<file path="config.mk">
export PLATFORM = sky130hd
export DESIGN_NAME = load_store_unit
export DESIGN_NICKNAME = d
export VERILOG_FILES = /design/src/rtl/lsu_pkg.sv /design/src/rtl/lsu_byte_lane.sv /design/src/rtl/load_store_unit.sv
export SDC_FILE = /design/constraint.sdc
export NUM_CORES = 1
export LEC_CHECK = 0
export ABC_AREA = 1
export CORE_MARGIN = 2
export CORE_UTILIZATION = 49
export DETAILED_ROUTE_END_ITERATION = 12
export PLACE_DENSITY_LB_ADDON = 0.3
export SYNTH_ARGS = -nofsm -noshare
export SYNTH_HDL_FRONTEND = slang
export SYNTH_SLANG_ARGS = --single-unit
</file>
<file path="constraint.sdc">
create_clock -name clk -period 3.6 [get_ports clk]
set_input_delay 0.72 -clock clk [delete_from_list [all_inputs] [get_ports clk]]
set_output_delay 0.72 -clock clk [all_outputs]
set_load 0.005 [all_outputs]
</file>
<file path="src/rtl/lsu_pkg.sv">
// lsu_pkg: size encodings and FSM states shared by the load/store unit
package lsu_pkg;
    localparam logic [1:0] SZ_BYTE = 2'b00;
    localparam logic [1:0] SZ_HALF = 2'b01;
    localparam logic [1:0] SZ_WORD = 2'b10;
    typedef enum logic [1:0] {IDLE, LOAD_WAIT, RMW_WRITE} state_e;
endpackage

</file>
<file path="src/rtl/lsu_byte_lane.sv">
// lsu_byte_lane: lane extraction/extension for loads and lane merge for sub-word stores
module lsu_byte_lane
    import lsu_pkg::*;
(
    input  logic [31:0] word_i,
    input  logic [1:0]  lane_i,
    input  logic [1:0]  size_i,
    input  logic        unsigned_i,
    input  logic [31:0] wdata_i,
    output logic [31:0] load_o,
    output logic [31:0] merged_o
);
    logic [7:0]  b;
    logic [15:0] h;
    logic [31:0] bm, hm;
    always_comb begin
        b = lane_i == 2'd0 ? word_i[7:0] : lane_i == 2'd1 ? word_i[15:8] :
            lane_i == 2'd2 ? word_i[23:16] : word_i[31:24];
        h = lane_i[1] ? word_i[31:16] : word_i[15:0];
        bm = 32'h0000_00FF << {lane_i, 3'b000};
        hm = lane_i[1] ? 32'hFFFF_0000 : 32'h0000_FFFF;
        load_o = size_i == SZ_BYTE ? {{24{~unsigned_i & b[7]}}, b} :
                 size_i == SZ_HALF ? {{16{~unsigned_i & h[15]}}, h} : word_i;
        merged_o = size_i == SZ_BYTE ? (word_i & ~bm) | ({4{wdata_i[7:0]}} & bm) :
                   size_i == SZ_HALF ? (word_i & ~hm) | ({2{wdata_i[15:0]}} & hm) : wdata_i;
    end
endmodule

</file>
<file path="src/rtl/load_store_unit.sv">
// load_store_unit: MEM-stage adapter to a word-only RAM with sub-word loads and RMW stores
module load_store_unit
    import lsu_pkg::*;
#(
    parameter int DATA_WIDTH = 32,
    parameter int ADDR_WIDTH = 32
) (
    input  logic                  clk,
    input  logic                  rst_n,
    input  logic                  req_valid,
    input  logic                  req_store,
    input  logic [1:0]            req_size,
    input  logic                  req_unsigned,
    input  logic [ADDR_WIDTH-1:0] req_addr,
    input  logic [DATA_WIDTH-1:0] req_wdata,
    output logic                  stall,
    output logic                  rdata_valid,
    output logic [DATA_WIDTH-1:0] rdata,
    output logic                  misaligned,
    output logic [ADDR_WIDTH-1:0] mem_addr,
    output logic [DATA_WIDTH-1:0] mem_data,
    output logic                  mem_MemWrite,
    output logic                  mem_MemRead,
    input  logic [DATA_WIDTH-1:0] mem_q
);
    state_e                state_q, state_d;
    logic [1:0]            size_q, lane_q;
    logic                  uns_q;
    logic [DATA_WIDTH-1:0] wdata_q;
    logic [ADDR_WIDTH-1:0] waddr_q;
    logic                  idle, bad, accept, word_st, multi;
    logic [31:0]           lane_load, lane_merged;

    lsu_byte_lane u_lane (
        .word_i     (mem_q),
        .lane_i     (lane_q),
        .size_i     (size_q),
        .unsigned_i (uns_q),
        .wdata_i    (wdata_q),
        .load_o     (lane_load),
        .merged_o   (lane_merged)
    );

    always_comb begin
        idle    = state_q == IDLE;
        bad     = req_size == 2'b11 || (req_size == SZ_HALF && req_addr[0]) ||
                  (req_size == SZ_WORD && req_addr[1:0] != 2'b00);
        accept  = idle && req_valid && !bad;
        word_st = accept && req_store && req_size == SZ_WORD;
        multi   = accept && !word_st;
    end

    always_ff @(posedge clk) begin
        if (!rst_n) begin
            state_q <= IDLE;
            size_q  <= '0;
            lane_q  <= '0;
            uns_q   <= 1'b0;
            wdata_q <= '0;
            waddr_q <= '0;
        end else begin
            state_q <= state_d;
            if (idle) begin
                size_q  <= req_size;
                lane_q  <= req_addr[1:0];
                uns_q   <= req_unsigned;
                wdata_q <= req_wdata;
                waddr_q <= {req_addr[ADDR_WIDTH-1:2], 2'b00};
            end
        end
    end

    always_comb begin
        state_d = IDLE;
        if (multi) state_d = req_store ? RMW_WRITE : LOAD_WAIT;
    end

    // Everything except the address is squashed while reset is held so an abandoned RMW never writes
    always_comb begin
        mem_addr     = idle ? {req_addr[ADDR_WIDTH-1:2], 2'b00} : waddr_q;
        stall        = rst_n && multi;
        mem_MemRead  = rst_n && multi;
        mem_MemWrite = rst_n && (word_st || state_q == RMW_WRITE);
        misaligned   = rst_n && idle && req_valid && bad;
        rdata_valid  = rst_n && state_q == LOAD_WAIT;
        rdata        = rdata_valid ? lane_load : '0;
        mem_data     = !rst_n ? '0 : state_q == RMW_WRITE ? lane_merged : word_st ? req_wdata : '0;
    end
endmodule

</file>
==> results.sh <==
export IMPL_status="finished, final reports clean"
export IMPL_routed_via_density=5.32
export IMPL_r2r_start="state_q[1]"
export IMPL_p_sw_w=0.000707
export IMPL_rsz0062_at_grt="false"
export IMPL_gr_usage_met1_pct=38.3
export IMPL_crit_required_ns=2.88
export IMPL_drive_gt1_share_pct=9.18
export IMPL_cts_max_path_buffers=2
export IMPL_cts_sinks=71
export IMPL_period_needed_ns=3.40
export IMPL_synthDistinctLibCells=29
export IMPL_ys_seq_area_share_pct=26.5
export IMPL_p_per_area_mw_per_mm2=292
export IMPL_core_mm2=0.0107
export IMPL_fmax_ghz=0.294
export IMPL_grt_first_pass_wirelength_mm=29.2
export IMPL_grt_max_degree=55
export IMPL_critPathCaptureType="primary output"
export IMPL_postCtsSetupRepairBufs=0
export IMPL_irDropWorstVdd_v=0.000280
export IMPL_num_antenna_cells=0
export IMPL_hp_class="register to register"
export IMPL_ys_flop_type="dfxtp_1"
export IMPL_grt_pass1_vias=6018
export IMPL_gp_congestion=1.00
export IMPL_hold_viol=0
export IMPL_numPortBuffers=203
export IMPL_async_flop_share_pct=0
export IMPL_period_share_pct=94.6
export IMPL_yosys_warnings=0
export IMPL_yosys_top_cells_count="nor2_1, nand2_1, inv_1, nand3_1, dfxtp_1"
export IMPL_drt_iter0_drc=610
export IMPL_netlist_instances=905
export IMPL_syn_area_mm2=0.00536
export IMPL_pwr_share_comb_pct=32.0
export IMPL_start_kind="input port"
export IMPL_grtUsageMet2_pct=51.3
export IMPL_grt_util_all_layers_pct=31.3
export IMPL_fillers=978
export IMPL_p_clk_share_pct=28.6
export IMPL_cp_data_arrival_time_ns=2.68
export IMPL_final_setup_skew_ns=0.00608
export IMPL_switching_share_pct=31.8
export IMPL_synth_nets=1008
export IMPL_cts_buffers=9
export IMPL_yosysTopAreaCell="dfxtp_1"
export IMPL_worst_pin_slew_ns=0.549
export IMPL_synth_top_area_share_pct=26.5
export IMPL_insertion_delay_ns=0.35
export IMPL_synth_seq_cells=71
export IMPL_gr_usage_met3_pct=8.86
export IMPL_p_leak_nw=3.43
export IMPL_synth_enable_flop_cells=0
export IMPL_slew_headroom_pct=63.3
export IMPL_fin_util_pct=70.9
export IMPL_tns_ns=0
export IMPL_vias=6482
export IMPL_final_max_slew_viol_count=0
export IMPL_htreeDepth=3
export IMPL_syn_avg_cell_area_um2=5.92
export IMPL_die_width_um=109
export IMPL_antenna_found_initial=0
export IMPL_path_class="input port to primary output"
export IMPL_die_area_mm2=0.0118
export IMPL_crit_start="req_size[1]"
export IMPL_cp_max_fo=25
export IMPL_route_detailed_drc=0
export IMPL_clk_pin_slew_ns=0.07
export IMPL_finalWirelength_mm=18.4
export IMPL_pin_count=204
export IMPL_layout_nets=1176
export IMPL_hold_buffers=0
export IMPL_dp_cells=1202
export IMPL_maxCapViolCount=0
export IMPL_rows=38
export IMPL_final_cells=1218
export IMPL_die_y_um=109
export IMPL_min_from="waddr_q[1]"
export IMPL_power_internal_w=0.00152
export IMPL_initial_utilization_pct=49.8
export IMPL_post_drt_wl_per_cell_um=15.1
export IMPL_root_buffer="clkbuf_8"
export IMPL_synth_area_leaders="dfxtp_1, nor2_1, nand2_1"
export IMPL_hpwl_mm=13.7
export IMPL_grt_busiest_layer="met2"
export IMPL_dr_pass1_iters=5
export IMPL_setup_ws_ns=0.195
export IMPL_grt_ovfl_total=0
export IMPL_yosys_cell_count_top_type="nor2_1"
export IMPL_cts_tree="built"
export IMPL_post_place_ws_ns=0.145
export IMPL_antenna_left=0
export IMPL_syn_to_final_growth_pct=42.3
export IMPL_setup_viol=0
export IMPL_p_seq_share_pct=39.4
==> timing repair <==
action                                 CTS  global route
endpoints found under the hold margin    0             0
resized for setup                        0             3
setup endpoints to repair                0            24
==> worst max-delay path, cell delays in order <==
cell,delay [ns]
clkdlybuf4s50_1,0.45
o21ai_0,0.26
nand4_2,0.18
nand2_4,0.17
nand2_4,0.20
nor2_1,0.17
clkdlybuf4s50_1,0.53
==> worst paths after layout <==
kind                      end  cells past startpoint  slack [ns]
setup / recovery  mem_data[0]                      7        0.20
hold / removal     waddr_q[1]                      2        0.45
setup reg to reg  wdata_q[15]                      6        1.81
hold reg to reg    waddr_q[1]                      2        0.45
==> area by class of cell <==
| cell class | count | area, µm² | area share (%) |
|---|---|---|---|
| clock buffer | 13 | 149 | 1.95 |
| clock inverter | 3 | 42.5 | 0.558 |
| inverter | 100 | 375 | 4.93 |
| multi-input combinational | 669 | 3270 | 42.9 |
| sequential | 71 | 1420 | 18.7 |
| tap | 140 | 175 | 2.30 |
| timing repair buffer | 222 | 2190 | 28.7 |
==> layer usage <==
layer / wire [µm] / up-vias / share of wire [%]
met2: 8430 / 330 / 46
met3: 2080 / 52 / 11
li1: - / 3251 / -
met5: 0 / - / 0
met4: 668 / 0 / 3.6
met1: 7240 / 2849 / 39
==> cells in the final DEF (no fill, tap or decap), types with 37 or more instances in the layout <==
master | synthesis | layout
o21ai_1 | 37 | 37
o211ai_1 | 56 | 56
nor2_1 | 160 | 160
a21oi_1 | 41 | 41
inv_1 | 93 | 93
nand2_1 | 159 | 159
o21ai_0 | 58 | 58
dfxtp_1 | 71 | 71
clkdlybuf4s50_1 | 0 | 203
nand3_1 | 72 | 72
or2_2 | 46 | 46
==> power by group through the flow <==
stage,combinational (W),clock (W),sequential [W]
floorplan,0.000406,0,0.000876
global placement,0.000693,0,0.000891
detailed placement,0.000699,0,0.000891
CTS,0.000704,0.000646,0.000874
global route,0.000788,0.000679,0.000881
finish,0.000713,0.000636,0.000877
==> sequential cells by signal, indices dropped and copies added (netlist names) <==
register,flops
lane_q,2
size_q,2
uns_q,1
waddr_q,32
state_q,2
wdata_q,32
==> stage by stage <==
step,total power [W],hold WS (ns),cell area (µm²)
6_report,0.00223,0.455,7620
3_3_place_gp,0.00158,0.434,7410
5_1_grt,0.00235,0.486,7620
2_1_floorplan,0.00128,0.425,5360
4_1_cts,0.00222,0.453,7600
3_5_place_dp,0.00159,0.443,7410
==> cell families (layout without fill, tap and decap cells) <==
logic type             Yosys count  count (layout)  share of synthesized area [%]
AO/OA/AOI/OAI                  192             192                           20.6
buffers and inverters          165             338                           12.8
flip-flops                      71              71                           26.5
AND/OR/NAND/NOR                477             477                           40.1
Power figures use the tool's default switching activity.
